`src/rtl/instr_encoder_pkg.sv`:
```
`default_nettype none
// ============================================================================
// Module   : instr_encoder_pkg
// Brief    : Shared RV32I format codes, error codes, opcode constants and the
//            sign-extension range helper used by the encoder and the
//            processor's immediate generator.
// Revision : 1.0 - initial release
// ============================================================================
package instr_encoder_pkg;

    // Instruction format codes (shared with the immediate generator)
    localparam logic [2:0] RTYPE = 3'd0;
    localparam logic [2:0] ITYPE = 3'd1;
    localparam logic [2:0] STYPE = 3'd2;
    localparam logic [2:0] BTYPE = 3'd3;
    localparam logic [2:0] UTYPE = 3'd4;
    localparam logic [2:0] JTYPE = 3'd5;

    // Sticky error codes, first failure wins
    typedef enum logic [1:0] {
        ERR_NONE  = 2'd0,
        ERR_RANGE = 2'd1,
        ERR_ALIGN = 2'd2,
        ERR_TYPE  = 2'd3
    } err_code_t;

    // Common RV32I opcodes
    localparam logic [6:0] OP_LUI    = 7'h37;
    localparam logic [6:0] OP_AUIPC  = 7'h17;
    localparam logic [6:0] OP_JAL    = 7'h6F;
    localparam logic [6:0] OP_JALR   = 7'h67;
    localparam logic [6:0] OP_BRANCH = 7'h63;
    localparam logic [6:0] OP_LOAD   = 7'h03;
    localparam logic [6:0] OP_STORE  = 7'h23;
    localparam logic [6:0] OP_IMM    = 7'h13;
    localparam logic [6:0] OP_REG    = 7'h33;

    // True when imm[31:lsb] are all equal, i.e. the value fits as a signed
    // field whose sign bit is imm[lsb].
    function automatic logic sext_fits(input logic [31:0] imm, input logic [4:0] lsb);
        logic signed [31:0] shifted;
        shifted = $signed(imm) >>> lsb;
        return (shifted == 32'sd0) || (shifted == -32'sd1);
    endfunction

endpackage
`default_nettype wire

```
`src/rtl/instr_encoder_pack.sv`:
```
`default_nettype none
// ============================================================================
// Module   : instr_pack
// Brief    : Combinational RV32I field packer with immediate range and
//            alignment checks. Unused fields of each format are zero.
// Revision : 1.0 - initial release
// ============================================================================
module instr_pack
    import instr_encoder_pkg::*;
(
    input  logic [2:0]  type_i,
    input  logic [6:0]  opcode_i,
    input  logic [4:0]  rd_i,
    input  logic [4:0]  rs1_i,
    input  logic [4:0]  rs2_i,
    input  logic [2:0]  funct3_i,
    input  logic [6:0]  funct7_i,
    input  logic [31:0] imm_i,
    output logic [31:0] word_o,
    output logic        range_err_o,
    output logic        align_err_o
);

    // Format-dependent bit placement and immediate legality
    always_comb begin
        word_o      = 32'd0;
        range_err_o = 1'b0;
        align_err_o = 1'b0;
        case (type_i)
            RTYPE: begin
                word_o = {funct7_i, rs2_i, rs1_i, funct3_i, rd_i, opcode_i};
            end
            ITYPE: begin
                word_o      = {imm_i[11:0], rs1_i, funct3_i, rd_i, opcode_i};
                range_err_o = !sext_fits(imm_i, 5'd11);
            end
            STYPE: begin
                word_o      = {imm_i[11:5], rs2_i, rs1_i, funct3_i, imm_i[4:0], opcode_i};
                range_err_o = !sext_fits(imm_i, 5'd11);
            end
            BTYPE: begin
                word_o      = {imm_i[12], imm_i[10:5], rs2_i, rs1_i, funct3_i,
                               imm_i[4:1], imm_i[11], opcode_i};
                range_err_o = !sext_fits(imm_i, 5'd12);
                align_err_o = imm_i[0];
            end
            UTYPE: begin
                word_o      = {imm_i[31:12], rd_i, opcode_i};
                range_err_o = |imm_i[11:0];
            end
            JTYPE: begin
                word_o      = {imm_i[20], imm_i[10:1], imm_i[11], imm_i[19:12], rd_i, opcode_i};
                range_err_o = !sext_fits(imm_i, 5'd20);
                align_err_o = imm_i[0];
            end
            default: begin
                word_o = 32'd0;
            end
        endcase
    end

endmodule
`default_nettype wire

```
`src/rtl/instr_encoder.sv`:
```
`default_nettype none
// ============================================================================
// Module   : instr_encoder
// Brief    : Sequential RV32I instruction packer. Valid/ready request in,
//            single registered output word with word address, sticky error
//            reporting and saturating emit/error counters.
// Revision : 1.0 - initial release
// ============================================================================
module instr_encoder
    import instr_encoder_pkg::*;
#(
    parameter int ADDR_W = 10,
    parameter int CNT_W  = 16
) (
    input  logic              clk_i,
    input  logic              rst_i,
    input  logic              req_valid_i,
    output logic              req_ready_o,
    input  logic [2:0]        type_i,
    input  logic [6:0]        opcode_i,
    input  logic [4:0]        rd_i,
    input  logic [4:0]        rs1_i,
    input  logic [4:0]        rs2_i,
    input  logic [2:0]        funct3_i,
    input  logic [6:0]        funct7_i,
    input  logic [31:0]       imm_i,
    input  logic              load_addr_i,
    input  logic [ADDR_W-1:0] start_addr_i,
    input  logic              err_clr_i,
    output logic              instr_valid_o,
    input  logic              instr_ready_i,
    output logic [31:0]       instr_o,
    output logic [ADDR_W-1:0] addr_o,
    output logic              err_o,
    output logic [1:0]        err_code_o,
    output logic [CNT_W-1:0]  emit_cnt_o,
    output logic [CNT_W-1:0]  err_cnt_o
);

    logic [31:0]       packed_word;
    logic              range_err;
    logic              align_err;
    logic              type_err;
    logic              accept;
    logic              drain;
    logic              fail;
    logic              emit;
    err_code_t         new_code;
    logic [ADDR_W-1:0] nxt;
    logic [ADDR_W-1:0] acc_addr;

    instr_pack u_pack (
        .type_i      (type_i),
        .opcode_i    (opcode_i),
        .rd_i        (rd_i),
        .rs1_i       (rs1_i),
        .rs2_i       (rs2_i),
        .funct3_i    (funct3_i),
        .funct7_i    (funct7_i),
        .imm_i       (imm_i),
        .word_o      (packed_word),
        .range_err_o (range_err),
        .align_err_o (align_err)
    );

    // Ready depends only on output state, so there is no path from req_valid_i
    assign req_ready_o = !instr_valid_o || instr_ready_i;
    assign accept      = req_valid_i && req_ready_o;
    assign drain       = instr_valid_o && instr_ready_i;
    assign type_err    = (type_i > JTYPE);
    assign fail        = range_err || align_err || type_err;
    assign emit        = accept && !fail;
    assign acc_addr    = load_addr_i ? start_addr_i : nxt;

    // Error code selection: range beats alignment; an illegal type never
    // raises either of the other two
    always_comb begin
        new_code = ERR_NONE;
        if (range_err)      new_code = ERR_RANGE;
        else if (align_err) new_code = ERR_ALIGN;
        else if (type_err)  new_code = ERR_TYPE;
    end

    // Output register and next-address counter
    always_ff @(posedge clk_i) begin
        if (rst_i) begin
            instr_valid_o <= 1'b0;
            instr_o       <= 32'd0;
            addr_o        <= '0;
            nxt           <= '0;
        end else begin
            if (emit) begin
                instr_valid_o <= 1'b1;
                instr_o       <= packed_word;
                addr_o        <= acc_addr;
                nxt           <= acc_addr + ADDR_W'(1);
            end else begin
                if (drain) begin
                    instr_valid_o <= 1'b0;
                end
                if (load_addr_i) begin
                    nxt <= start_addr_i;
                end
            end
        end
    end

    // Sticky error flag/code; a new error beats a simultaneous clear
    always_ff @(posedge clk_i) begin
        if (rst_i) begin
            err_o      <= 1'b0;
            err_code_o <= ERR_NONE;
        end else if (accept && fail) begin
            err_o <= 1'b1;
            if (!err_o || err_clr_i) begin
                err_code_o <= new_code;
            end
        end else if (err_clr_i) begin
            err_o      <= 1'b0;
            err_code_o <= ERR_NONE;
        end
    end

    // Saturating emit and error counters
    always_ff @(posedge clk_i) begin
        if (rst_i) begin
            emit_cnt_o <= '0;
            err_cnt_o  <= '0;
        end else begin
            if (drain && (emit_cnt_o != {CNT_W{1'b1}})) begin
                emit_cnt_o <= emit_cnt_o + CNT_W'(1);
            end
            if (accept && fail && (err_cnt_o != {CNT_W{1'b1}})) begin
                err_cnt_o <= err_cnt_o + CNT_W'(1);
            end
        end
    end

endmodule
`default_nettype wire

```
`config.mk`:
```
export PLATFORM = sky130hd
export DESIGN_NAME = instr_encoder
export DESIGN_NICKNAME = d
export VERILOG_FILES = /design/src/rtl/instr_encoder_pkg.sv /design/src/rtl/instr_encoder_pack.sv /design/src/rtl/instr_encoder.sv
export SDC_FILE = /design/constraint.sdc
export NUM_CORES = 1
export LEC_CHECK = 0
export ABC_AREA = 1
export CORE_AREA = 2 2 102 104
export DETAILED_ROUTE_END_ITERATION = 8
export DIE_AREA = 0 0 104 106
export PLACE_DENSITY = 0.85
export SLEW_MARGIN = 5
export SYNTH_ARGS = -nofsm -noshare
export SYNTH_HDL_FRONTEND = slang
export SYNTH_SLANG_ARGS = --single-unit
export TNS_END_PERCENT = 20
```
`constraint.sdc`:
```
create_clock -name clk_i -period 2.8 [get_ports clk_i]
set_input_delay 0.56 -clock clk_i [delete_from_list [all_inputs] [get_ports clk_i]]
set_output_delay 0.56 -clock clk_i [all_outputs]
set_load 0.01 [all_outputs]
```
## Yosys cells after proc, flatten, opt, wreduce, memory -nomap -nowiden

Index checks and enable logic that the tools add are counted.

- Bits in registers: 88
- Input port bits: 83
- Output and inout bits: 79
- Logic and storage cells: 67

- $add $sub $neg: 3
- $lt $le $gt $ge: 1
- Eq/ne operators: 11
- Muxes and demuxes: 15
- Reduce and logical (&&, ||, !) cells: 29

Operator list:

| kind | count |
|---|---|
| one-hot mux 32 bit (6 select lines) | 1 |
| logical NOT 32 bit | 3 |
| adder 16 x 1 -> 16 bit, second input constant | 2 |
| != test 16 bit, second input constant | 2 |
| == test 21 x 1 -> 1 bit, second input constant | 1 |
| == test 20 x 1 -> 1 bit, second input constant | 1 |
| two-way mux 10 bit | 2 |
| == test 12 x 1 -> 1 bit, second input constant | 1 |
| two-way mux 2 bit | 6 |
| OR reduction 12 bit | 1 |
| adder 10 x 1 -> 10 bit, second input constant | 1 |
| logical OR 1 bit | 7 |
| == test 3 x 2 -> 1 bit, second input constant | 2 |
| == test 3 bit, second input constant | 2 |
| logical AND 1 bit | 6 |
| logical NOT 1 bit | 6 |
| two-way mux 1 bit | 5 |
| one-hot mux 1 bit (4 select lines) | 1 |
| nonzero test 2 bit | 2 |
| OR reduction 2 bit | 2 |
| == test 3 x 1 -> 1 bit, second input constant | 1 |
| > comparator 3 bit, second input constant | 1 |
| logical NOT 3 bit | 1 |
| != test 2 x 1 -> 1 bit, second input constant | 1 |
| AND reduction 2 bit | 1 |

## Depth between registers and ports, before layout

Gate-level depths: netlist of run 1.

- Depth in word-level cells: 9
- Gate-level depth with buffers: 14

## Cells and area by module

A second synthesis of run 1 with hierarchy kept.

- Cell total of the unflattened synthesis: 814
- Area, all modules: 5038.6 um2

Modules (own cells, without submodules):

| module | instances | cells each | area an instance (um2) | seq. area each (um2) |
|---|---|---|---|---|
| instr_encoder | 1 | 608 | 4162.7 | 1761.7 |
| instr_pack | 1 | 206 | 875.8 | 0.0 |

## Least setup slack after synthesis of run 1

No wires, ideal clock.

- Path type: input to register
- From: in type_i[2]
- To: reg addr_o[2]
- Data arrival time: 1888 ps
- Slack: 780 ps
- Stages: 14
- Path buffers: 4
- Cell sequence: buf_4 > nand2_2 > nor2_1 > inv_2 > nand2_1 > a21oi_1 > nand4_1 > nor2_2 > buf_6 > inv_4 > buf_6 > buf_6 > nand2_1 > a21oi_1

- Word-level cells in the longest chain between the ends: 7

Ends and longest elaborated chain:

| what | line | source |
|---|---|---|
| start, declared | instr_encoder.sv:19 | `input logic [2:0] type_i,` |
| == test 3 x 1 -> 1 bit, or another cell as far along | instr_encoder_pack.sv:29 | `case (type_i)` |
| OR reduction 2 bit (no source line) | n/a |  |
| one-hot mux 1 bit (4 select lines) / two-way mux 1 bit (equally long branches) | instr_encoder_pack.sv:29 |  |
| logical OR 1 bit | instr_encoder.sv:71 | `assign fail = range_err \|\| align_err \|\| type_err;` |
| logical OR 1 bit * | instr_encoder.sv:71 |  |
| logical NOT 1 bit * | instr_encoder.sv:72 | `assign emit = accept && !fail;` |
| logical AND 1 bit * | instr_encoder.sv:72 |  |
| end signal, assigned | instr_encoder.sv:95 | `addr_o <= acc_addr;` |
| end, declared | instr_encoder.sv:33 | `output logic [ADDR_W-1:0] addr_o,` |

Every way passes the cells marked *; elsewhere a longest branch is shown, timed or not.
A chain may end at the register's enable or synchronous reset.

## Final worst setup path of run 1

- From: in imm_i[26]
- To: reg instr_o[3]

- Word-level cells in the longest chain between the ends: 8

Ends and longest elaborated chain:

| what | line | source |
|---|---|---|
| start, declared | instr_encoder.sv:26 | `input logic [31:0] imm_i,` |
| == test 21 x 1 -> 1 bit, or another cell as far along | instr_encoder_pkg.sv:43 | `return (shifted == 32'sd0) \|\| (shifted == -32'sd1);` |
| logical OR 1 bit | instr_encoder_pkg.sv:43 |  |
| logical NOT 1 bit (on tied branches) | n/a |  |
| one-hot mux 1 bit (4 select lines) * | instr_encoder_pack.sv:29 |  |
| logical OR 1 bit * (2 in series) | instr_encoder.sv:71 |  |
| logical NOT 1 bit * | instr_encoder.sv:72 |  |
| logical AND 1 bit * | instr_encoder.sv:72 |  |
| end signal, assigned | instr_encoder.sv:94 | `instr_o <= packed_word;` |
| end, declared | instr_encoder.sv:32 | `output logic [31:0] instr_o,` |

Marked as above.

==> qor.csv, run 1 <==
stage,metric,value,unit
job,maxCapViolCount,0,
route,drc,0,
yosys,synth_top_cell_by_area,dfxtp_1,
yosys,synth.distinct_cells,33,
worst_setup_path,path_cells,clkdlybuf4s50_1 -> nand2_1 -> nor2_1 -> nand3_1 -> nand2_1 -> nor2_1 -> nor2_1 -> nand4_1 -> nor2_4 -> buf_4 -> nand3_1 -> a21oi_1,
sta,slew_headroom,47.0,%
sta,fin_ws,0.392,ns
clock_tree,root_buffer,clkbuf_8,
worst_setup_path,cp-start-kind,primary input,
worst_setup_path,cp.required,3.10,ns
yosys,synth.ff_latch_count,88,
floorplanning,dieArea,11000,um^2
sta,finalSetupTns,0,ns
place,dpl_worst_slack,0.00286,ns
floorplanning,std_cell_rows,37,
cells_and_area,syn_to_final_growth,39.9,%
yosys,netlist_area,4830,um^2
floorplanning,die_h,106,um
yosys,ys_async_sr_fraction,0,%
yosys,synth_seq_area_share,36.5,%
place,hpwlAfterDp,10.6,mm
sta,timing.fmax,415,MHz
cells_and_area,final_layout_size_suffix_gt1_share,5.38,%
route,drt_wl_total,14.1,mm
yosys,synthesis.nets,831,
hold_path,min_delay_path_depth,2,
run_status,status,finished clean,
floorplanning,dieWidth,104,um
floorplanning,coreArea,10000,um^2
global_routing,grt_pass1_wl,23.1,mm
worst_setup_path,critPathSlowestCell,clkdlybuf4s50_1,
sta,final.min_clock_period,2.41,ns
yosys,synthFlopType,dfxtp_1,
sta,finalSetupViolCount,0,
floorplanning,ios,162,
cells_and_area,n_antenna_cell,0,
place,placed_cell_area,6570,um^2
yosys,netlist_instances,745,
pwr,cellPowerDensity,413,nW/um^2
hold_path,worstHoldStart,addr_o[1],
yosys,synth_top_area_share,36.5,%
route,drtIter0Drc,307,
route,vias,5393,
cells_and_area,stdcell_area,6760,um^2
worst_setup_path,crit_path_max_incr_delay,0.59,ns
cells_and_area,final_nets,992,
worst_setup_path,cp_common_cell,nor2_1,
clock_tree,clock_path_buffers,2,
global_routing,grt_pass1_vias,4994,
floorplanning,initial_core_util,48.3,%
sta,tightest_slew,0.795,ns
worst_setup_path,setup.worst_path.start,imm_i[26],
yosys,synth_area_leaders,"dfxtp_1, nand2_1, a21oi_1",
yosys,yosysMostFrequentCell,nand2_1,
clock_tree,cts_buffers,9,
place,gp_congestion,0.998,
route,viasPerCell,5.15,
worst_setup_path,ff2ff_path_depth,10,
global_routing,grt_use_total,25.6,%
clock_tree,postCtsSetupBuffers,0,
worst_setup_path,reg2reg_from,err_cnt_o[1],
cells_and_area,multi_input_area,2640,um^2
clock_tree,postCtsHoldBufs,0,
yosys,synth-edff-count,0,
sta,finalCritPeriodShare,86.0,%
route,drt_first_pass_iters,5,
yosys,synthTopCellsByCount,"nand2_1, nor2_1, dfxtp_1, a21oi_1, inv_1",
sta,hold_violations,0,
worst_setup_path,crit_arrival,2.71,ns
yosys,synth_area_per_cell,6.48,um^2
global_routing,grt_overflow_total,0,
cells_and_area,fillerInstances,927,
pwr,peakVddDrop,0.221,mV
place,port_buffers,161,
global_routing,antenna_found_initial,0,
sta,fin_skew,0.0103,ns
global_routing,grt_max_degree,63,
sta,slew_viol_final,0,
sta,rsz0062_at_grt,false,
clock_tree,clock-sinks,88,
worst_setup_path,crit_fanout,21,
route,wl_per_cell,13.5,um
clock_tree,cts_tree,built,
cells_and_area,final-seq-area,1760,um^2
hold_path,hp-class,reg -> reg,
clock_tree,clk_transition_reported_paths,0.09,ns
clock_tree,cts-resized-gates,0,
yosys,ys_warn_count,0,
worst_setup_path,critical_path_class,in -> reg,
worst_setup_path,cp-end-kind,register,
pwr,leakagePower,2.62,nW
clock_tree,clk_latency,0.36,ns
clock_tree,h-tree-depth,3,
route,antenna_left,0,
## cells by family (layout without fill, tap and decap cells)
| logic type | after synthesis | after routing | share of synthesized area, % |
|---|---|---|---|
| compound gates | 119 | 119 | 13.0 |
| simple gates | 410 | 410 | 35.3 |
| mux | 5 | 5 | 1.17 |
| buf+inv | 97 | 263 | 9.06 |
| xor+xnor | 23 | 23 | 4.17 |
| flops | 88 | 88 | 36.5 |
| fa+ha+maj | 3 | 3 | 0.777 |
## area by class of cell
type | count | share of cell area (%)
repair buffers | 180 | 25.9
multi-input cells | 560 | 39.0
well taps | 136 | 2.52
inverters | 67 | 3.76
flip-flops and latches | 88 | 26.1
clock buffers | 11 | 1.94
clock inverters | 5 | 0.851
## per-stage QoR
| stage | hold slack (ns) | power, W | std cells | util (%) |
|---|---|---|---|---|
| floorplan | 0.483 | 0.00166 | 745 | - |
| global placement | 0.449 | 0.00194 | 1031 | 65.7 |
| detailed placement | 0.454 | 0.00194 | 1031 | 65.7 |
| CTS | 0.466 | 0.00280 | 1047 | 67.6 |
| global route | 0.478 | 0.00293 | 1047 | 67.6 |
| finish | 0.464 | 0.00279 | 1047 | 67.6 |
## registers in the layout, indices dropped and copies added (netlist names)
| register | flops |
|---|---|
| addr_o | 10 |
| err_code_o | 2 |
| nxt | 10 |
| emit_cnt_o | 16 |
| instr_valid_o | 1 |
| err_cnt_o | 16 |
| err_o | 1 |
| instr_o | 32 |
## critical path, delay by kind of cell
kind	cells	cell delay, ns
buffers and inverters	2	0.88
AND/OR/NAND/NOR	9	1.11
AO/OA/AOI/OAI	1	0.14
## layout by cell type, fill, tap and decap left out, drive strengths merged
| master | count |
|---|---|
| nand2 | 236 |
| clkdlybuf4s50 | 160 |
| nor2 | 95 |
| dfxtp | 88 |
| a21oi | 72 |
| inv | 66 |
| nand3 | 40 |
| o21ai | 35 |
| nand4 | 24 |
| buf | 20 |
| xnor2 | 13 |
| clkbuf | 11 |
| nor3 | 10 |
| xor2 | 10 |
| o211ai | 6 |
| mux2 | 5 |
| nor4 | 4 |
| ha | 3 |
| clkinvlp | 3 |
| a221oi | 2 |
| o221ai | 2 |
| clkinv | 2 |
| nand3b | 1 |
| o22ai | 1 |
| a22oi | 1 |
| bufinv | 1 |
## power breakdown
part | total [W] | internal (W) | switching [W]
sequential | 0.00133 | 0.00130 | 0.0000298
combinational | 0.000586 | 0.000281 | 0.000305
clock | 0.000871 | 0.000412 | 0.000459
total | 0.00279 | 0.00200 | 0.000794
## final timing paths
path                                     end  slack (ns)
worst min-delay path               addr_o[1]        0.46
worst max-delay path              instr_o[3]        0.39
worst min register to register     addr_o[1]        0.46
worst max register to register  err_cnt_o[6]        0.81
## metal layers
metal	up-vias	global-route usage, %	share of wire, %
li1	2726	-	-
met1	2418	33.4	44
met2	223	42.3	46
met3	26	3.86	7.0
met4	0	11.0	2.5
met5	-	0	0
Power figures use the tool's default switching activity.
==> inputs of run 2 (changes only) <==
--- a/config.mk
+++ b/config.mk
@@ -10,7 +10,6 @@
 export DETAILED_ROUTE_END_ITERATION = 8
 export DIE_AREA = 0 0 104 106
 export PLACE_DENSITY = 0.85
-export SLEW_MARGIN = 5
 export SYNTH_ARGS = -nofsm -noshare
 export SYNTH_HDL_FRONTEND = slang
 export SYNTH_SLANG_ARGS = --single-unit
==> results of run 2 <==
The final DEF is identical to that of run 1; final timing and power are the same.
==> inputs of run 3 (changes only) <==
--- a/config.mk
+++ b/config.mk
@@ -6,9 +6,9 @@
 export NUM_CORES = 1
 export LEC_CHECK = 0
 export ABC_AREA = 1
-export CORE_AREA = 2 2 102 104
+export CORE_AREA = 3 3 103 105
 export DETAILED_ROUTE_END_ITERATION = 8
-export DIE_AREA = 0 0 104 106
+export DIE_AREA = 0 0 106 108
 export PLACE_DENSITY = 0.85
 export SYNTH_ARGS = -nofsm -noshare
 export SYNTH_HDL_FRONTEND = slang
==> qor.csv, run 3 (synthesis gave the netlist of run 1 again) <==
stage,metric,value,unit,change
place,dp_cells,1030,,-0.097%
global_routing,antenna_found_initial,0,,unchanged
global_routing,grt_max_degree,63,,unchanged
worst_setup_path,cp_common_cell,nor2_1,,
pwr,p_total,0.00276,W,-1.1%
clock_tree,cts-resized-gates,0,,unchanged
global_routing,grt_use_total,25.0,%,-0.62 points
cells_and_area,stdcell_area,6810,um^2,+0.80%
place,gp_congestion,0.997,,about the same
worst_setup_path,critPathBufInv,3,,+1
cells_and_area,final-seq-area,1760,um^2,unchanged
cells_and_area,multi_input_area,2640,um^2,unchanged
worst_setup_path,crit_path_max_incr_delay,0.68,ns,+0.09 ns
worst_setup_path,crit_fanout,19,,-9.5%
clock_tree,clk_transition_reported_paths,0.09,ns,about the same
cells_and_area,syn_to_final_growth,41.1,%,
floorplanning,die_h,108,um,+1.9%
route,vias,5349,,-0.82%
route,drtIter0Drc,261,,-15%
hold_path,hp-class,reg -> reg,,
clock_tree,cts_tree,built,,
pwr,cellPowerDensity,405,nW/um^2,-1.9%
pwr,peakVddDrop,0.323,mV,+46%
sta,fin_ws,0.396,ns,+0.00382 ns
floorplanning,coreArea,9730,um^2,-2.7%
place,dpl_worst_slack,0.0362,ns,+0.0333 ns
floorplanning,dieWidth,106,um,+1.9%
job,maxCapViolCount,0,,unchanged
clock_tree,root_buffer,clkbuf_8,,
clock_tree,h-tree-depth,3,,unchanged
worst_setup_path,cp-start-kind,primary input,,
sta,final.min_clock_period,2.40,ns,-0.00382 ns
sta,finalSetupTns,0,ns,unchanged
route,drt_first_pass_iters,6,,+1
cells_and_area,top_register,instr_o,,
sta,fin_skew,0.00535,ns,-0.00492 ns
sta,slew_headroom,45.6,%,-1.3 points
cells_and_area,largest_reg_flops,32,,unchanged
floorplanning,ios,162,,unchanged
route,viasPerCell,5.11,,-0.72%
worst_setup_path,critical_path_class,in -> reg,,
cells_and_area,final_nets,994,,+0.20%
run_status,status,finished clean,,
clock_tree,clock-sinks,88,,unchanged
worst_setup_path,cp_top_family,buffers and inverters,,
worst_setup_path,cp-end-kind,register,,
route,drt_wl_total,14.2,mm,+0.96%
cells_and_area,final_cell_mix,"nand2_1, clkdlybuf4s50_1, nor2_1",,
clock_tree,postCtsSetupBuffers,0,,unchanged
clock_tree,clock_path_buffers,2,,unchanged
place,port_buffers,161,,unchanged
place,placed_cell_area,6630,um^2,+0.93%
floorplanning,initial_core_util,49.7,%,+1.3 points
worst_setup_path,cp.required,3.01,ns,-0.09 ns
cells_and_area,instances_no_fill,1046,,-0.096%
sta,tightest_slew,0.815,ns,+0.0202 ns
global_routing,grt_pass1_wl,23.5,mm,+2.1%
sta,finalCritPeriodShare,85.9,%,-0.14 points
sta,slew_viol_final,0,,unchanged
worst_setup_path,critPathSlowestCell,clkdlybuf4s50_1,,
global_routing,grt_pass1_vias,5053,,+1.2%
cells_and_area,n_antenna_cell,0,,unchanged
cells_and_area,final_common_cell,nand2_1,,
floorplanning,std_cell_rows,36,,-2.7%
pwr,leakagePower,2.66,nW,+1.5%
route,antenna_left,0,,unchanged
cells_and_area,top_regs,"instr_o (32), emit_cnt_o (16), err_cnt_o (16)",,
place,hpwlAfterDp,11.0,mm,+3.5%
global_routing,grt_overflow_total,0,,unchanged
worst_setup_path,path_cells,clkdlybuf4s50_1 -> nand2_2 -> nor2_1 -> nand2_1 -> nor2_1 -> nor2_1 -> nand4_1 -> buf_4 -> nand3_2 -> buf_12 -> nand2_1 -> a21oi_1,,
sta,rsz0062_at_grt,false,,
route,wl_per_cell,13.6,um,+1.1%
cells_and_area,final_layout_size_suffix_gt1_share,5.81,%,+0.43 points
sta,timing.fmax,416,MHz,+0.16%
sta,finalSetupViolCount,0,,unchanged
route,drc,0,,unchanged
floorplanning,dieArea,11400,um^2,+3.8%
clock_tree,postCtsHoldBufs,0,,unchanged
clock_tree,clk_latency,0.35,ns,about the same
clock_tree,cts_buffers,9,,unchanged
sta,hold_violations,0,,unchanged
worst_setup_path,crit_arrival,2.61,ns,-0.10 ns
cells_and_area,fillerInstances,886,,-4.4%
-- run 3: stage by stage --
| stage | utilization, % | hold WS, ns |
|---|---|---|
| after global routing | 70.0 | 0.484 |
| after detailed placement | 68.2 | 0.453 |
| after global placement | 68.2 | 0.447 |
| after floorplan | - | 0.483 |
| after CTS | 70.0 | 0.464 |
| final | 70.0 | 0.465 |
-- run 3: final timing paths --
kind / startpoint / endpoint / slack (ns) / cells after the start
setup / recovery: type_i[2] / err_cnt_o[9] / 0.40 / 12
hold / removal: instr_o[18] / instr_o[18] / 0.46 / 2
setup reg to reg: err_cnt_o[0] / err_cnt_o[13] / 0.63 / 10
hold reg to reg: instr_o[18] / instr_o[18] / 0.46 / 2
-- run 3: worst register-to-register path, delay by kind of cell, from the launching register on --
kind	cells	cell delay, ns
DFF	1	0.40
adders and majority gates	1	0.23
and+or+nand+nor	6	1.11
AOI/OAI and AO/OA	1	0.13
buffers and inverters	2	0.22
-- run 3: layer usage --
metal  wire length, um  GRT usage [%]
met1              6200           32.7
met2              6700           42.1
met5                 0              0
met4               220           6.75
met3              1100           5.25
-- run 3: cell type report --
| cell class | instances | share of cell area [%] |
|---|---|---|
| Tap cell | 133 | 2.44 |
| Multi-Input combinational cell | 560 | 38.7 |
| Timing Repair Buffer | 182 | 26.6 |
| Inverter | 67 | 3.73 |
| Clock inverter | 6 | 0.643 |
| Clock buffer | 10 | 2.02 |
| Sequential cell | 88 | 25.9 |
-- run 3: report_power, final --
part / total (W) / leakage, nW / switching, W / internal [W]
sequential: 0.00133 / 0.716 / 0.0000280 / 0.00130
clock: 0.000821 / 0.0926 / 0.000471 / 0.000350
combinational: 0.000606 / 1.85 / 0.000309 / 0.000297
